File: src/rtl/k_alu_result_stage.sv
// Writeback-side stage behind K_ALU: derives status flags at accept time and
// holds up to two results in a small FIFO behind a valid/ready handshake.
module k_alu_result_stage #(
  parameter int DATA_W = 32,
  parameter int TAG_W  = 5
) (
  input  logic              clk,
  input  logic              rst,
  input  logic              in_valid,
  output logic              in_ready,
  input  logic [3:0]        in_func,
  input  logic [DATA_W-1:0] in_a,
  input  logic [DATA_W-1:0] in_b,
  input  logic [DATA_W-1:0] in_z,
  input  logic [TAG_W-1:0]  in_rd,
  input  logic              in_wen,
  output logic              out_valid,
  input  logic              out_ready,
  output logic [DATA_W-1:0] out_z,
  output logic [TAG_W-1:0]  out_rd,
  output logic              out_wen,
  output logic [5:0]        out_flags
);

  localparam logic [3:0] FN_ADD  = 4'b0000;
  localparam logic [3:0] FN_SUB  = 4'b0001;
  localparam logic [3:0] FN_DIV  = 4'b0011;
  localparam logic [3:0] FN_ADD4 = 4'b1101;
  localparam logic [3:0] FN_SUB4 = 4'b1110;
  localparam logic [3:0] FN_ILL  = 4'b1111;

  logic [DATA_W-1:0] r_z     [2];
  logic [TAG_W-1:0]  r_rd    [2];
  logic              r_wen   [2];
  logic [5:0]        r_flags [2];
  logic              r_wr_ptr;
  logic              r_rd_ptr;
  logic [1:0]        r_count;

  logic              w_accept;
  logic              w_pop;
  logic [DATA_W-1:0] w_add_wrap;
  logic              w_sa;
  logic              w_sb;
  logic              w_sz;
  logic              w_zero;
  logic              w_carry;
  logic              w_ovf;
  logic              w_dz;
  logic              w_ill;
  logic [5:0]        w_flags;

  assign in_ready  = !rst && (r_count != 2'd2);
  assign out_valid = (r_count != 2'd0);
  assign w_accept  = in_valid && in_ready;
  assign w_pop     = out_valid && out_ready;

  assign out_z     = r_z[r_rd_ptr];
  assign out_rd    = r_rd[r_rd_ptr];
  assign out_wen   = r_wen[r_rd_ptr];
  assign out_flags = r_flags[r_rd_ptr];

  // Carry-out of a wrapping add shows up as the sum falling below an operand.
  assign w_add_wrap = in_a + in_b;
  assign w_sa   = in_a[DATA_W-1];
  assign w_sb   = in_b[DATA_W-1];
  assign w_sz   = in_z[DATA_W-1];
  assign w_zero = (in_z == '0);
  assign w_dz   = (in_func == FN_DIV) && (in_b == '0);
  assign w_ill  = (in_func == FN_ILL);

  always_comb begin
    w_carry = 1'b0;
    w_ovf   = 1'b0;
    case (in_func)
      FN_ADD: begin
        w_carry = (w_add_wrap < in_a);
        w_ovf   = (w_sa == w_sb) && (w_sz != w_sa);
      end
      FN_ADD4: begin
        // a + 4 overflows the width exactly when a >= 2^W - 4
        w_carry = &in_a[DATA_W-1:2];
        w_ovf   = !w_sa && w_sz;
      end
      FN_SUB: begin
        w_carry = (in_a < in_b);
        w_ovf   = (w_sa != w_sb) && (w_sz != w_sa);
      end
      FN_SUB4: begin
        w_carry = (in_a < DATA_W'(4));
        w_ovf   = w_sa && !w_sz;
      end
      default: begin
        w_carry = 1'b0;
        w_ovf   = 1'b0;
      end
    endcase
  end

  assign w_flags = {w_ill, w_dz, w_ovf, w_carry, w_sz, w_zero};

  always_ff @(posedge clk) begin
    if (rst) begin
      r_wr_ptr <= 1'b0;
      r_rd_ptr <= 1'b0;
      r_count  <= 2'd0;
      for (int i = 0; i < 2; i++) begin
        r_z[i]     <= '0;
        r_rd[i]    <= '0;
        r_wen[i]   <= 1'b0;
        r_flags[i] <= '0;
      end
    end else begin
      if (w_accept) begin
        r_z[r_wr_ptr]     <= in_z;
        r_rd[r_wr_ptr]    <= in_rd;
        r_wen[r_wr_ptr]   <= in_wen && !w_ill;
        r_flags[r_wr_ptr] <= w_flags;
        r_wr_ptr          <= ~r_wr_ptr;
      end
      if (w_pop) begin
        r_rd_ptr <= ~r_rd_ptr;
      end
      case ({w_accept, w_pop})
        2'b10:   r_count <= r_count + 2'd1;
        2'b01:   r_count <= r_count - 2'd1;
        default: r_count <= r_count;
      endcase
    end
  end

endmodule

File: config.mk
export PLATFORM = sky130hd
export DESIGN_NAME = k_alu_result_stage
export DESIGN_NICKNAME = d
export VERILOG_FILES = /design/src/rtl/k_alu_result_stage.sv
export SDC_FILE = /design/constraint.sdc
export NUM_CORES = 1
export LEC_CHECK = 0
export ABC_CLOCK_PERIOD_IN_PS = 4400
export CELL_PAD_IN_SITES_DETAIL_PLACEMENT = 1
export CELL_PAD_IN_SITES_GLOBAL_PLACEMENT = 2
export CORE_MARGIN = 10
export CORE_UTILIZATION = 29
export DETAILED_ROUTE_END_ITERATION = 6
export PLACE_DENSITY_LB_ADDON = 0.1
export SLEW_MARGIN = 20
export SYNTH_ARGS = -nofsm -noshare
export SYNTH_HDL_FRONTEND = slang
export SYNTH_SLANG_ARGS = --single-unit
File: constraint.sdc
create_clock -name clk -period 4.4 [get_ports clk]
set_input_delay 0.88 -clock clk [delete_from_list [all_inputs] [get_ports clk]]
set_output_delay 0.88 -clock clk [all_outputs]
set_load 0.02 [all_outputs]
==> results of run 1 <==
layer usage:
metal,vias to the layer above,part of all wire,GRT usage
li1,3518,-,-
met5,-,0,0
met4,0,0.020,0.0423
met3,22,0.035,0.0287
met2,120,0.50,0.295
met1,3470,0.44,0.201
critical path: cells and delay by family:
family	cells	cell delay (ps)
AO/OA/AOI/OAI	8	1460
XOR/XNOR	1	150
adder cells (fa/ha/maj)	2	530
buffers and inverters	4	800
AND/OR/NAND/NOR	4	530
layout make-up:
class | count | area, um^2
sequential | 91 | 2680
fill | 2954 | 14500
clock inverter | 7 | 50.0
multi-input combinational | 592 | 4870
clock buffer | 9 | 225
inverter | 85 | 319
tap | 335 | 419
antenna | 1 | 2.50
timing repair buffer | 336 | 2890
repair_timing:
item                                    CTS  global route
pin swaps                                21            32
resized for setup                        49            59
endpoints found under the setup margin    2             2
setup buffers                             5             2
how the worst max path moves through the flow:
stage | start | end | cells after the start
6_report | in_b[8] | r_flags[0][2] | 19
5_1_grt | in_b[8] | r_flags[0][2] | 20
4_1_cts | in_b[18] | r_flags[0][2] | 16
3_5_place_dp | in_b[1] | r_flags[0][2] | 18
3_3_place_gp | in_b[1] | r_flags[1][2] | 18
2_1_floorplan | in_a[0] | r_flags[0][2] | 16
placed cells by master (no fill, tap or decap), types with 9 or more instances in the layout:
cell,count
edfxtp_1,86
nand4_1,20
a21o_1,11
nor2_1,42
buf_4,177
and2_1,76
nor4_1,29
ha_4,10
nor3_1,15
nand2_1,18
inv_1,79
o21ai_0,18
xnor2_1,25
ha_1,81
clkdlybuf4s50_1,137
nor2b_1,10
clkbuf_16,9
nand3_1,13
a21oi_1,41
mux2_2,43
registers in the layout, summed over array words and instances, names as in the netlist, named ones only:
name      flops
r_count       2
r_flags      12
r_rd         10
r_rd_ptr      1
r_wen         2
r_wr_ptr      1
r_z          62
cells by family after synthesis:
family | Yosys count | synth area share
and+or+nand+nor | 274 | 0.202
AOI/OAI and AO/OA | 149 | 0.133
buffers and inverters | 112 | 0.0589
adders and majority gates | 95 | 0.156
DFF | 91 | 0.351
muxes | 43 | 0.0633
xor gates and xnor gates | 31 | 0.0355
stage by stage:
step | setup WS (ps) | hold slack, ps | std cells
floorplan | 80.2 | 466 | 795
global placement | -695 | 480 | 1435
detailed placement | -843 | 508 | 1435
CTS | 0.858 | 518 | 1454
global route | -31.2 | 559 | 1455
finish | 136 | 514 | 1456
power by group through the flow:
stage | clock network [uW] | logic (uW) | registers, uW
floorplan | 0 | 844 | 1080
global placement | 0 | 1550 | 1120
detailed placement | 0 | 1580 | 1130
CTS | 736 | 1610 | 1110
global route | 775 | 1770 | 1120
finish | 716 | 1620 | 1110
==> impl_results.html, run 1 <==
<table>
<tr><th>Metric</th><th>Value</th></tr>
<tr><th colspan="2">Global route</th></tr>
<tr><td>Number of antenna violations at the first check in global routing</td><td>0</td></tr>
<tr><td>Pin count of the biggest net entering global routing</td><td>44</td></tr>
<tr><td>Wire length of the first global-routing pass</td><td>44.1 mm</td></tr>
<tr><td>GRT Total Usage</td><td>0.166</td></tr>
<tr><td>Residual overflow from global routing</td><td>0</td></tr>
<tr><td>Number of global-route vias before repair</td><td>7812</td></tr>
<tr><th colspan="2">Worst setup path</th></tr>
<tr><td>Highest fanout seen on the critical path</td><td>4</td></tr>
<tr><td>Flop2flop setup slack</td><td>2000 ps</td></tr>
<tr><td>Critical Path Max Stage Delay</td><td>480 ps</td></tr>
<tr><td>Source of the worst register-to-register timing path</td><td>r_count[0]</td></tr>
<tr><td>Worst-path cell with the longest stage delay</td><td>clkdlybuf4s50_1</td></tr>
<tr><td>Worst Setup End Kind</td><td>flop</td></tr>
<tr><td>Crit Reg-Reg Endpoint</td><td>r_z[0][8]</td></tr>
<tr><td>Cells traversed along the worst timing path</td><td>clkdlybuf4s50_1, inv_1, ha_4, inv_1, nand3_1, a211oi_4, buf_6, o211ai_2, nand2_1, a21boi_1, xor2_1, ha_1, and4_1, o211ai_1, a31o_2, a31o_2, a211o_1, a211oi_2, nor2_1</td></tr>
<tr><td>CP Launch Type</td><td>input port</td></tr>
<tr><td>Data arrival time at the worst-slack endpoint</td><td>4350 ps</td></tr>
<tr><td>Kind of critical path</td><td>input port to flop</td></tr>
<tr><td>WP data required</td><td>4490 ps</td></tr>
<tr><td>Number of cells on the worst reg-to-reg path</td><td>6</td></tr>
<tr><th colspan="2">Routing</th></tr>
<tr><td>Final ANT Viol Nets</td><td>0</td></tr>
<tr><td>Drt pass-1 iters</td><td>4</td></tr>
<tr><td>Starting DRT DRC Count</td><td>264</td></tr>
<tr><td>Routed wire per std cell</td><td>19.4 um</td></tr>
<tr><td>Final routed wirelength across all metal layers</td><td>28.3 mm</td></tr>
<tr><td>Vias</td><td>7130</td></tr>
<tr><td>Number of remaining DRC errors</td><td>0</td></tr>
<tr><td>DR vias/cell</td><td>4.90</td></tr>
<tr><th colspan="2">Placement</th></tr>
<tr><td>Final weighted congestion in routability-driven placement</td><td>0.921</td></tr>
<tr><td>Input/output buffers</td><td>155</td></tr>
<tr><td>Half-perimeter wire length of the detailed placement result</td><td>23.6 mm</td></tr>
<tr><td>Cell Area, Placed</td><td>10800 um^2</td></tr>
<tr><th colspan="2">Synthesis</th></tr>
<tr><td>Post-Syn Instances</td><td>795</td></tr>
<tr><td>Most used flip-flop cell after synthesis</td><td>edfxtp_1</td></tr>
<tr><td>Cell type contributing the most total cell area after synthesis</td><td>edfxtp_1</td></tr>
<tr><td>Most frequently used cell type in the post-synthesis netlist</td><td>ha_1</td></tr>
<tr><td>Number of flops mapped to enable cells by yosys</td><td>86</td></tr>
<tr><td>Post-synthesis async set-or-reset flop share</td><td>0</td></tr>
<tr><td>Most common library cells after synthesis</td><td>ha_1 (94), edfxtp_1 (86), inv_1 (84)</td></tr>
<tr><td>Post-synthesis average cell area</td><td>9.62 um^2</td></tr>
<tr><td>Netlist cell types</td><td>73</td></tr>
<tr><td>Ranking of synthesized cells by area</td><td>edfxtp_1 (34%), ha_1 (15%), mux2_2 (6.3%)</td></tr>
<tr><td>Register bit total from synthesis</td><td>91</td></tr>
<tr><td>Post-Synthesis Net Count</td><td>1000</td></tr>
<tr><td>Sequential fraction of the synthesis area</td><td>0.351</td></tr>
<tr><td>Area of the mapped netlist</td><td>7650 um^2</td></tr>
<tr><td>Warning count from the yosys run</td><td>0</td></tr>
<tr><td>Yosys top cell area share</td><td>0.338</td></tr>
<tr><th colspan="2">Clock tree</th></tr>
<tr><td>Bufs on Longest Clock Path</td><td>2</td></tr>
<tr><td>Skew-Pair Late Insertion Delay</td><td>340 ps</td></tr>
<tr><td>Inserted Clock Buffers</td><td>9</td></tr>
<tr><td>Buffer type at the clock tree root</td><td>clkbuf_16</td></tr>
<tr><td>Maximum level of the CTS H-tree</td><td>3</td></tr>
<tr><td>Register clock-pin slew on the reported worst setup and hold paths</td><td>60 ps</td></tr>
<tr><td>Number of clock sinks seen by CTS</td><td>91</td></tr>
<tr><td>TritonCTS clock tree</td><td>yes</td></tr>
<tr><td>CTS Hold Bufs</td><td>0</td></tr>
<tr><th colspan="2">Layout</th></tr>
<tr><td>Final Cell Area</td><td>11500 um^2</td></tr>
<tr><td>Synth-to-layout area growth</td><td>49.8%</td></tr>
<tr><td>Util after Layout</td><td>0.441</td></tr>
<tr><td>Layout cell share with drive strength beyond 1</td><td>0.286</td></tr>
<tr><td>Final net count</td><td>1320</td></tr>
<tr><th colspan="2">Power and ir drop</th></tr>
<tr><td>Peak VDD IR</td><td>0.302 mV</td></tr>
<tr><td>Internal power</td><td>2260 uW</td></tr>
<tr><td>Total design power</td><td>3450 uW</td></tr>
<tr><td>Fraction of power consumed by the clock network</td><td>0.208</td></tr>
<tr><td>Leakage dissipation</td><td>0.00494 uW</td></tr>
<tr><td>Power per Cell Area</td><td>301 nW/um^2</td></tr>
<tr><td>Net switching power</td><td>1190 uW</td></tr>
<tr><td>Proportion of power drawn by combinational gates</td><td>0.471</td></tr>
<tr><td>Share of power burned in registers</td><td>0.321</td></tr>
<tr><td>Share of total power consumed by net switching</td><td>0.345</td></tr>
<tr><th colspan="2">Floorplanning</th></tr>
<tr><td>Die Area</td><td>33300 um^2</td></tr>
<tr><td>Count of boundary I/O pins</td><td>156</td></tr>
<tr><td>Total number of placement rows</td><td>59</td></tr>
<tr><td>Starting density of the core</td><td>0.294</td></tr>
<tr><td>Floorplan die height</td><td>182 um</td></tr>
<tr><td>Area of the placeable core</td><td>26000 um^2</td></tr>
<tr><td>Die X-Extent</td><td>182 um</td></tr>
<tr><th colspan="2">Timing</th></tr>
<tr><td>Endpoints failing setup</td><td>0</td></tr>
<tr><td>Total count of max-transition violations in the final report</td><td>0</td></tr>
<tr><td>RSZ-0062 raised after global routing</td><td>yes</td></tr>
<tr><td>Final period util</td><td>0.969</td></tr>
<tr><td>Post-route minimum period</td><td>4260 ps</td></tr>
<tr><td>Total Neg Setup Slack</td><td>0 ps</td></tr>
<tr><td>Headroom to the max-slew limit</td><td>0.516</td></tr>
<tr><td>Final hold vios</td><td>0</td></tr>
<tr><td>Tightest Pin Transition</td><td>726 ps</td></tr>
<tr><td>Clock Skew</td><td>5.64 ps</td></tr>
<tr><td>Achievable clock frequency</td><td>235 MHz</td></tr>
<tr><th colspan="2">Worst hold path</th></tr>
<tr><td>Cell depth of the worst min-delay path</td><td>2</td></tr>
<tr><td>Launch instance of the worst min-delay path</td><td>r_wr_ptr</td></tr>
<tr><td>Type of the worst min-delay path</td><td>flop to flop</td></tr>
<tr><td>End point of the worst hold path</td><td>r_wr_ptr</td></tr>
<tr><th colspan="2">Job</th></tr>
<tr><td>Max-cap viol count</td><td>0</td></tr>
<tr><th colspan="2">Outcome</th></tr>
<tr><td>Outcome</td><td>completed</td></tr>
</table>
(Power assumes the default switching activity.)
==> inputs of run 2 (changes only) <==
CORE_MARGIN = not set   (was 10)
==> impl_results.html, run 2 (synthesis gave the netlist of run 1 again) <==
<table>
<tr><th>Metric</th><th>Value</th></tr>
<tr><th colspan="2">Worst setup path</th></tr>
<tr><td>Top cell by count, worst path</td><td>buf_4</td></tr>
<tr><td>Flop2flop setup slack</td><td>2010 ps (about the same)</td></tr>
<tr><td>Gate family responsible for the most delay along the worst path</td><td>compound AO/OA/AOI/OAI gates</td></tr>
<tr><td>Data arrival time at the worst-slack endpoint</td><td>4340 ps (about the same)</td></tr>
<tr><td>CP Launch Type</td><td>input port</td></tr>
<tr><td>Worst-path cell with the longest stage delay</td><td>fa_2</td></tr>
<tr><td>WP data required</td><td>4470 ps (-20 ps)</td></tr>
<tr><td>Critical Path Max Stage Delay</td><td>340 ps (-140 ps)</td></tr>
<tr><td>Worst Setup End Kind</td><td>flop</td></tr>
<tr><td>Cells traversed along the worst timing path</td><td>buf_4, buf_4, fa_2, nor2b_4, o211a_1, o211a_4, buf_12, o2111a_1, o31ai_4, a31oi_1, xnor2_1, ha_1, nand4_1, nand2b_1, a211o_1, a211oi_2, nor2_1</td></tr>
<tr><td>Source of the worst register-to-register timing path</td><td>r_count[0]</td></tr>
<tr><td>Highest fanout seen on the critical path</td><td>3 (-1)</td></tr>
<tr><td>Kind of critical path</td><td>input port to flop</td></tr>
<tr><td>Number of buffer and inverter stages on the critical path</td><td>3 (-1)</td></tr>
<tr><td>Worst setup path startpoint</td><td>in_b[1]</td></tr>
<tr><th colspan="2">Global route</th></tr>
<tr><td>Number of antenna violations at the first check in global routing</td><td>0 (unchanged)</td></tr>
<tr><td>GRT Total Usage</td><td>0.204 (+0.0381)</td></tr>
<tr><td>Pin count of the biggest net entering global routing</td><td>44 (unchanged)</td></tr>
<tr><td>Wire length of the first global-routing pass</td><td>42.4 mm (-3.8%)</td></tr>
<tr><td>Number of global-route vias before repair</td><td>7915 (+1.3%)</td></tr>
<tr><td>Residual overflow from global routing</td><td>0 (unchanged)</td></tr>
<tr><th colspan="2">Layout</th></tr>
<tr><td>Final net count</td><td>1330 (+0.76%)</td></tr>
<tr><td>Commonest non-fill, non-tap cells in the layout</td><td>buf_4 (187), clkdlybuf4s50_1 (129), edfxtp_1 (86)</td></tr>
<tr><td>Count of antenna diodes in the layout</td><td>0 (-1)</td></tr>
<tr><td>Fillcell total</td><td>2976 (+0.74%)</td></tr>
<tr><td>Final Cell Area</td><td>11700 um^2 (+1.8%)</td></tr>
<tr><td>Number of non-filler instances in the completed layout</td><td>1465 (+0.62%)</td></tr>
<tr><td>Synth-to-layout area growth</td><td>52.5%</td></tr>
<tr><td>Layout cell share with drive strength beyond 1</td><td>0.304 (+0.0178)</td></tr>
<tr><td>Leading cell type in the layout, fill and taps excluded</td><td>buf_4</td></tr>
<tr><td>Register bank with the most flops</td><td>r_z</td></tr>
<tr><td>Flip-flop count of the largest register, all copies and words added</td><td>62 (unchanged)</td></tr>
<tr><td>Regs by FF count</td><td>r_z (62), r_flags (12), r_rd (10)</td></tr>
<tr><th colspan="2">Floorplanning</th></tr>
<tr><td>Die Area</td><td>27000 um^2 (-19%)</td></tr>
<tr><td>Starting density of the core</td><td>0.294 (unchanged)</td></tr>
<tr><td>Die X-Extent</td><td>164 um (-9.9%)</td></tr>
<tr><td>Area of the placeable core</td><td>26000 um^2 (unchanged)</td></tr>
<tr><td>Floorplan die height</td><td>164 um (-9.9%)</td></tr>
<tr><td>Total number of placement rows</td><td>59 (unchanged)</td></tr>
<tr><td>Count of boundary I/O pins</td><td>156 (unchanged)</td></tr>
<tr><th colspan="2">Clock tree</th></tr>
<tr><td>Number of clock sinks seen by CTS</td><td>91 (unchanged)</td></tr>
<tr><td>Maximum level of the CTS H-tree</td><td>3 (unchanged)</td></tr>
<tr><td>Register clock-pin slew on the reported worst setup and hold paths</td><td>70 ps (about the same)</td></tr>
<tr><td>Buffer type at the clock tree root</td><td>clkbuf_16</td></tr>
<tr><td>Skew-Pair Late Insertion Delay</td><td>330 ps (about the same)</td></tr>
<tr><td>TritonCTS clock tree</td><td>yes</td></tr>
<tr><td>Inserted Clock Buffers</td><td>9 (unchanged)</td></tr>
<tr><td>Bufs on Longest Clock Path</td><td>2 (unchanged)</td></tr>
<tr><th colspan="2">Routing</th></tr>
<tr><td>Final routed wirelength across all metal layers</td><td>27.6 mm (-2.5%)</td></tr>
<tr><td>Starting DRT DRC Count</td><td>286 (+8.3%)</td></tr>
<tr><td>Drt pass-1 iters</td><td>4 (unchanged)</td></tr>
<tr><td>Final ANT Viol Nets</td><td>0 (unchanged)</td></tr>
<tr><td>Vias</td><td>7239 (+1.5%)</td></tr>
<tr><td>Number of remaining DRC errors</td><td>0 (unchanged)</td></tr>
<tr><td>Routed wire per std cell</td><td>18.8 um (-3.1%)</td></tr>
<tr><td>DR vias/cell</td><td>4.94 (+0.91%)</td></tr>
<tr><th colspan="2">Timing</th></tr>
<tr><td>Total count of max-transition violations in the final report</td><td>0 (unchanged)</td></tr>
<tr><td>Headroom to the max-slew limit</td><td>0.499 (-0.0168)</td></tr>
<tr><td>Achievable clock frequency</td><td>234 MHz (-0.13%)</td></tr>
<tr><td>Tightest Pin Transition</td><td>751 ps (+25.3 ps)</td></tr>
<tr><td>Final period util</td><td>0.970 (+0.00124)</td></tr>
<tr><td>Clock Skew</td><td>10.3 ps (+4.65 ps)</td></tr>
<tr><td>Endpoints failing setup</td><td>0 (unchanged)</td></tr>
<tr><td>Hold slack final</td><td>518 ps (+4.14 ps)</td></tr>
<tr><td>Post-route minimum period</td><td>4270 ps (+5.47 ps)</td></tr>
<tr><td>Final hold vios</td><td>0 (unchanged)</td></tr>
<tr><th colspan="2">Power and ir drop</th></tr>
<tr><td>Power per Cell Area</td><td>303 nW/um^2 (+0.55%)</td></tr>
<tr><td>Peak VDD IR</td><td>0.224 mV (-26%)</td></tr>
<tr><td>Leakage dissipation</td><td>0.00506 uW (+2.5%)</td></tr>
<tr><th colspan="2">Worst hold path</th></tr>
<tr><td>Type of the worst min-delay path</td><td>flop to flop</td></tr>
<tr><td>Launch instance of the worst min-delay path</td><td>r_wr_ptr</td></tr>
<tr><th colspan="2">Placement</th></tr>
<tr><td>Final weighted congestion in routability-driven placement</td><td>0.919 (-0.20%)</td></tr>
<tr><td>Total placed cells including tap cells</td><td>1433 (-0.14%)</td></tr>
<tr><td>Cell Area, Placed</td><td>10800 um^2 (-0.14%)</td></tr>
<tr><td>Input/output buffers</td><td>155 (unchanged)</td></tr>
<tr><td>Half-perimeter wire length of the detailed placement result</td><td>22.4 mm (-4.7%)</td></tr>
<tr><th colspan="2">Job</th></tr>
<tr><td>Max-cap viol count</td><td>0 (unchanged)</td></tr>
<tr><th colspan="2">Outcome</th></tr>
<tr><td>Outcome</td><td>completed</td></tr>
</table>
[run 2: tightest hold or removal path: cells and delay by family, from the launching register on]
| kind | cells | cell delay (ps) |
|---|---|---|
| simple gates | 1 | 70 |
| compound gates | 1 | 60 |
| flops | 1 | 340 |
[run 2: path summary, 6_finish.rpt]
kind,to,cells after the start
setup / recovery,r_flags[1][2],17
setup reg to reg,r_z[0][27],6
hold reg to reg,r_wr_ptr,2
hold / removal,r_wr_ptr,2
[run 2: stage by stage]
step	total power, uW	TNS (ps)	worst slack (ps)	util
detailed placement	2700	-1670	-838	0.416
finish	3530	0	131	0.449
floorplan	1920	0	80.2	-
global route	3730	-3.53	-3.53	0.449
CTS	3520	0	1.06	0.435
global placement	2650	-1340	-676	0.416
[run 2: what timing repair did]
action | CTS | global route
hold buffers | 0 | 0
buffers inserted | 5 | 12
pin swaps | 22 | 45
resized for setup | 55 | 81
endpoints found under the setup margin | 2 | 2
hold endpoints to repair | 0 | 0
[run 2: cell type report]
type / count / area (um^2) / area share
clock buffer: 10 / 229 / 0.0196
clock inverter: 6 / 71.3 / 0.00612
inverter: 85 / 319 / 0.0274
multi-input combinational: 592 / 4950 / 0.425
sequential: 91 / 2680 / 0.230
tap: 335 / 419 / 0.0359
timing repair buffer: 346 / 2990 / 0.256
[run 2: power breakdown]
part	switching [uW]	internal [uW]	total, uW
registers	66.5	1040	1110
logic	797	843	1640
clock network	331	448	779
[run 2: metal layers]
layer	routed length [um]	GRT usage
met1	11700	0.244
met3	833	0.0206
met2	14500	0.389
met4	478	0.0450
met5	0	0
==> inputs of run 3 (changes only) <==
REMOVE_ABC_BUFFERS = 1   (was not set)
==> impl_results.html, run 3 (synthesis gave the netlist of run 1 again) <==
<table>
<tr><th>Metric</th><th>Value</th></tr>
<tr><th colspan="2">Clock tree</th></tr>
<tr><td>Inserted Clock Buffers</td><td>9 (unchanged)</td></tr>
<tr><td>TritonCTS clock tree</td><td>yes</td></tr>
<tr><td>Register clock-pin slew on the reported worst setup and hold paths</td><td>70 ps (about the same)</td></tr>
<tr><td>Buffer type at the clock tree root</td><td>clkbuf_16</td></tr>
<tr><td>Skew-Pair Late Insertion Delay</td><td>340 ps (about the same)</td></tr>
<tr><td>Maximum level of the CTS H-tree</td><td>3 (unchanged)</td></tr>
<tr><td>Bufs on Longest Clock Path</td><td>2 (unchanged)</td></tr>
<tr><td>CTS Hold Bufs</td><td>0 (unchanged)</td></tr>
<tr><td>Number of clock sinks seen by CTS</td><td>91 (unchanged)</td></tr>
<tr><th colspan="2">Timing</th></tr>
<tr><td>Final period util</td><td>0.971 (about the same)</td></tr>
<tr><td>Total count of max-transition violations in the final report</td><td>0 (unchanged)</td></tr>
<tr><td>Headroom to the max-slew limit</td><td>0.525 (+0.0254)</td></tr>
<tr><td>Final hold vios</td><td>0 (unchanged)</td></tr>
<tr><td>Endpoints failing setup</td><td>0 (unchanged)</td></tr>
<tr><td>Tightest Pin Transition</td><td>706 ps (-44.7 ps)</td></tr>
<tr><td>Total Neg Setup Slack</td><td>0 ps (unchanged)</td></tr>
<tr><td>Achievable clock frequency</td><td>234 MHz (about the same)</td></tr>
<tr><td>Post-route minimum period</td><td>4270 ps (+3.07 ps)</td></tr>
<tr><td>Clock Skew</td><td>9.34 ps (-0.940 ps)</td></tr>
<tr><th colspan="2">Worst setup path</th></tr>
<tr><td>WP data required</td><td>4480 ps (about the same)</td></tr>
<tr><td>CP Launch Type</td><td>input port</td></tr>
<tr><td>Kind of critical path</td><td>input port to flop</td></tr>
<tr><td>Worst-path cell with the longest stage delay</td><td>a2111o_1</td></tr>
<tr><td>Worst Setup End Kind</td><td>flop</td></tr>
<tr><td>Flop2flop setup slack</td><td>2000 ps (about the same)</td></tr>
<tr><td>Data arrival time at the worst-slack endpoint</td><td>4360 ps (+20 ps)</td></tr>
<tr><td>Critical Path Max Stage Delay</td><td>440 ps (+100 ps)</td></tr>
<tr><td>Highest fanout seen on the critical path</td><td>4 (+1)</td></tr>
<tr><td>Cells traversed along the worst timing path</td><td>dlygate4sd2_1, buf_4, ha_1, a2111o_1, o211a_4, o2111a_2, o31ai_4, a31oi_2, xnor2_1, ha_1, nand4_1, nand2b_4, a211o_1, a211oi_2, nor2_1</td></tr>
<tr><td>Top cell by count, worst path</td><td>ha_1</td></tr>
<tr><th colspan="2">Layout</th></tr>
<tr><td>Layout cell share with drive strength beyond 1</td><td>0.312 (+0.00841)</td></tr>
<tr><td>Synth-to-layout area growth</td><td>53.3%</td></tr>
<tr><td>Count of antenna diodes in the layout</td><td>0 (unchanged)</td></tr>
<tr><td>Final Cell Area</td><td>11700 um^2 (+0.52%)</td></tr>
<tr><td>Leading cell type in the layout, fill and taps excluded</td><td>buf_4</td></tr>
<tr><td>Commonest non-fill, non-tap cells in the layout</td><td>buf_4 (197), clkdlybuf4s50_1 (133), edfxtp_1 (86)</td></tr>
<tr><td>Final net count</td><td>1338 (+0.60%)</td></tr>
<tr><td>Flip-flop count of the largest register, all copies and words added</td><td>62 (unchanged)</td></tr>
<tr><td>Regs by FF count</td><td>r_z (62), r_flags (12), r_rd (10)</td></tr>
<tr><td>Register bank with the most flops</td><td>r_z</td></tr>
<tr><th colspan="2">Routing</th></tr>
<tr><td>Final routed wirelength across all metal layers</td><td>28.3 mm (+2.5%)</td></tr>
<tr><td>Starting DRT DRC Count</td><td>281 (-1.7%)</td></tr>
<tr><td>Drt pass-1 iters</td><td>6 (+2)</td></tr>
<tr><td>Final ANT Viol Nets</td><td>0 (unchanged)</td></tr>
<tr><td>DR vias/cell</td><td>4.97 (+0.60%)</td></tr>
<tr><td>Vias</td><td>7322 (+1.1%)</td></tr>
<tr><td>Number of remaining DRC errors</td><td>0 (unchanged)</td></tr>
<tr><td>Routed wire per std cell</td><td>19.2 um (+1.9%)</td></tr>
<tr><th colspan="2">Job</th></tr>
<tr><td>Max-cap viol count</td><td>0 (unchanged)</td></tr>
<tr><th colspan="2">Global route</th></tr>
<tr><td>GRT Total Usage</td><td>0.207 (+0.00343)</td></tr>
<tr><td>Pin count of the biggest net entering global routing</td><td>44 (unchanged)</td></tr>
<tr><td>Number of antenna violations at the first check in global routing</td><td>0 (unchanged)</td></tr>
<tr><td>Residual overflow from global routing</td><td>0 (unchanged)</td></tr>
<tr><td>Number of global-route vias before repair</td><td>7706 (-2.6%)</td></tr>
<tr><td>Wire length of the first global-routing pass</td><td>42.7 mm (+0.75%)</td></tr>
<tr><th colspan="2">Power and ir drop</th></tr>
<tr><td>Leakage dissipation</td><td>0.00509 uW (+0.59%)</td></tr>
<tr><td>Peak VDD IR</td><td>0.185 mV (-17%)</td></tr>
<tr><td>Power per Cell Area</td><td>302 nW/um^2 (-0.25%)</td></tr>
<tr><th colspan="2">Floorplanning</th></tr>
<tr><td>Die X-Extent</td><td>164 um (unchanged)</td></tr>
<tr><td>Floorplan die height</td><td>164 um (unchanged)</td></tr>
<tr><td>Starting density of the core</td><td>0.294 (unchanged)</td></tr>
<tr><td>Total number of placement rows</td><td>59 (unchanged)</td></tr>
<tr><td>Count of boundary I/O pins</td><td>156 (unchanged)</td></tr>
<tr><td>Die Area</td><td>27000 um^2 (unchanged)</td></tr>
<tr><td>Area of the placeable core</td><td>26000 um^2 (unchanged)</td></tr>
<tr><th colspan="2">Placement</th></tr>
<tr><td>Cell Area, Placed</td><td>10900 um^2 (+0.67%)</td></tr>
<tr><td>Half-perimeter wire length of the detailed placement result</td><td>22.8 mm (+1.4%)</td></tr>
<tr><td>Input/output buffers</td><td>155 (unchanged)</td></tr>
<tr><td>Final weighted congestion in routability-driven placement</td><td>0.920 (about the same)</td></tr>
<tr><th colspan="2">Worst hold path</th></tr>
<tr><td>Type of the worst min-delay path</td><td>flop to flop</td></tr>
<tr><th colspan="2">Outcome</th></tr>
<tr><td>Outcome</td><td>completed</td></tr>
</table>
## run 3: cell count changes in the layout (fill, tap and decap cells not counted), sizes merged
| cell | before | now |
|---|---|---|
| clkinvlp | 1 | 3 |
| clkbuf | 18 | 16 |
| clkdlybuf4s15 | 2 | 0 |
| bufinv | 1 | 0 |
| dlymetal6s2s | 9 | 10 |
| buf | 192 | 199 |
| dlygate4sd2 | 6 | 5 |
| clkdlybuf4s50 | 129 | 133 |
## run 3: final timing paths
path | start | endpoint | depth (start not counted)
setup / recovery | in_a[5] | r_flags[1][2] | 15
hold / removal | r_wr_ptr | r_wr_ptr | 2
setup reg to reg | r_count[0] | r_z[0][25] | 6
hold reg to reg | r_wr_ptr | r_wr_ptr | 2
## run 3: where the power goes
part	switching (uW)	internal [uW]	leakage, uW
Sequential	53.8	1040	0.000942
Combinational	822	860	0.00401
Clock	362	398	0.000135
Total	1240	2300	0.00509
## run 3: cell type report
type                       instances  area [um^2]
clock buffer                       9          225
clock inverter                     7         70.1
fill                            2947        14300
inverter                          85          322
multi-input combinational        592         4960
sequential                        91         2680
tap                              335          419
timing repair buffer             354         3050
## run 3: repair_timing
item,4_1_cts,5_1_grt
cloned,0,0
pin swaps,22,36
resized for setup,45,81
buffers inserted,5,11
endpoints found under the setup margin,2,2
## run 3: per-stage QoR
stage	power, uW	cells	util	setup WS, ps	hold slack [ps]
after floorplan	1900	768	-	80.9	460
after global placement	2670	1441	0.419	-643	479
after detailed placement	2710	1441	0.419	-792	508
after CTS	3500	1462	0.437	4.83	517
after global routing	3730	1473	0.451	-20.0	567
final	3540	1473	0.451	128	514
## run 3: metal layers
layer / vias up / track usage / routed length, um
met3: 14 / 0.0246 / 924
met2: 131 / 0.356 / 13800
met4: 0 / 0.0250 / 172
met1: 3613 / 0.285 / 13400
met5: - / 0 / 0
li1: 3564 / - / -
## run 3: worst max-delay path, delay by kind of cell
family                   cells  cell delay [ps]
XOR/XNOR                     1              150
adder cells (fa/ha/maj)      2              480
AO/OA/AOI/OAI                7             1990
AND/OR/NAND/NOR              3              400
buffers and inverters        2              450
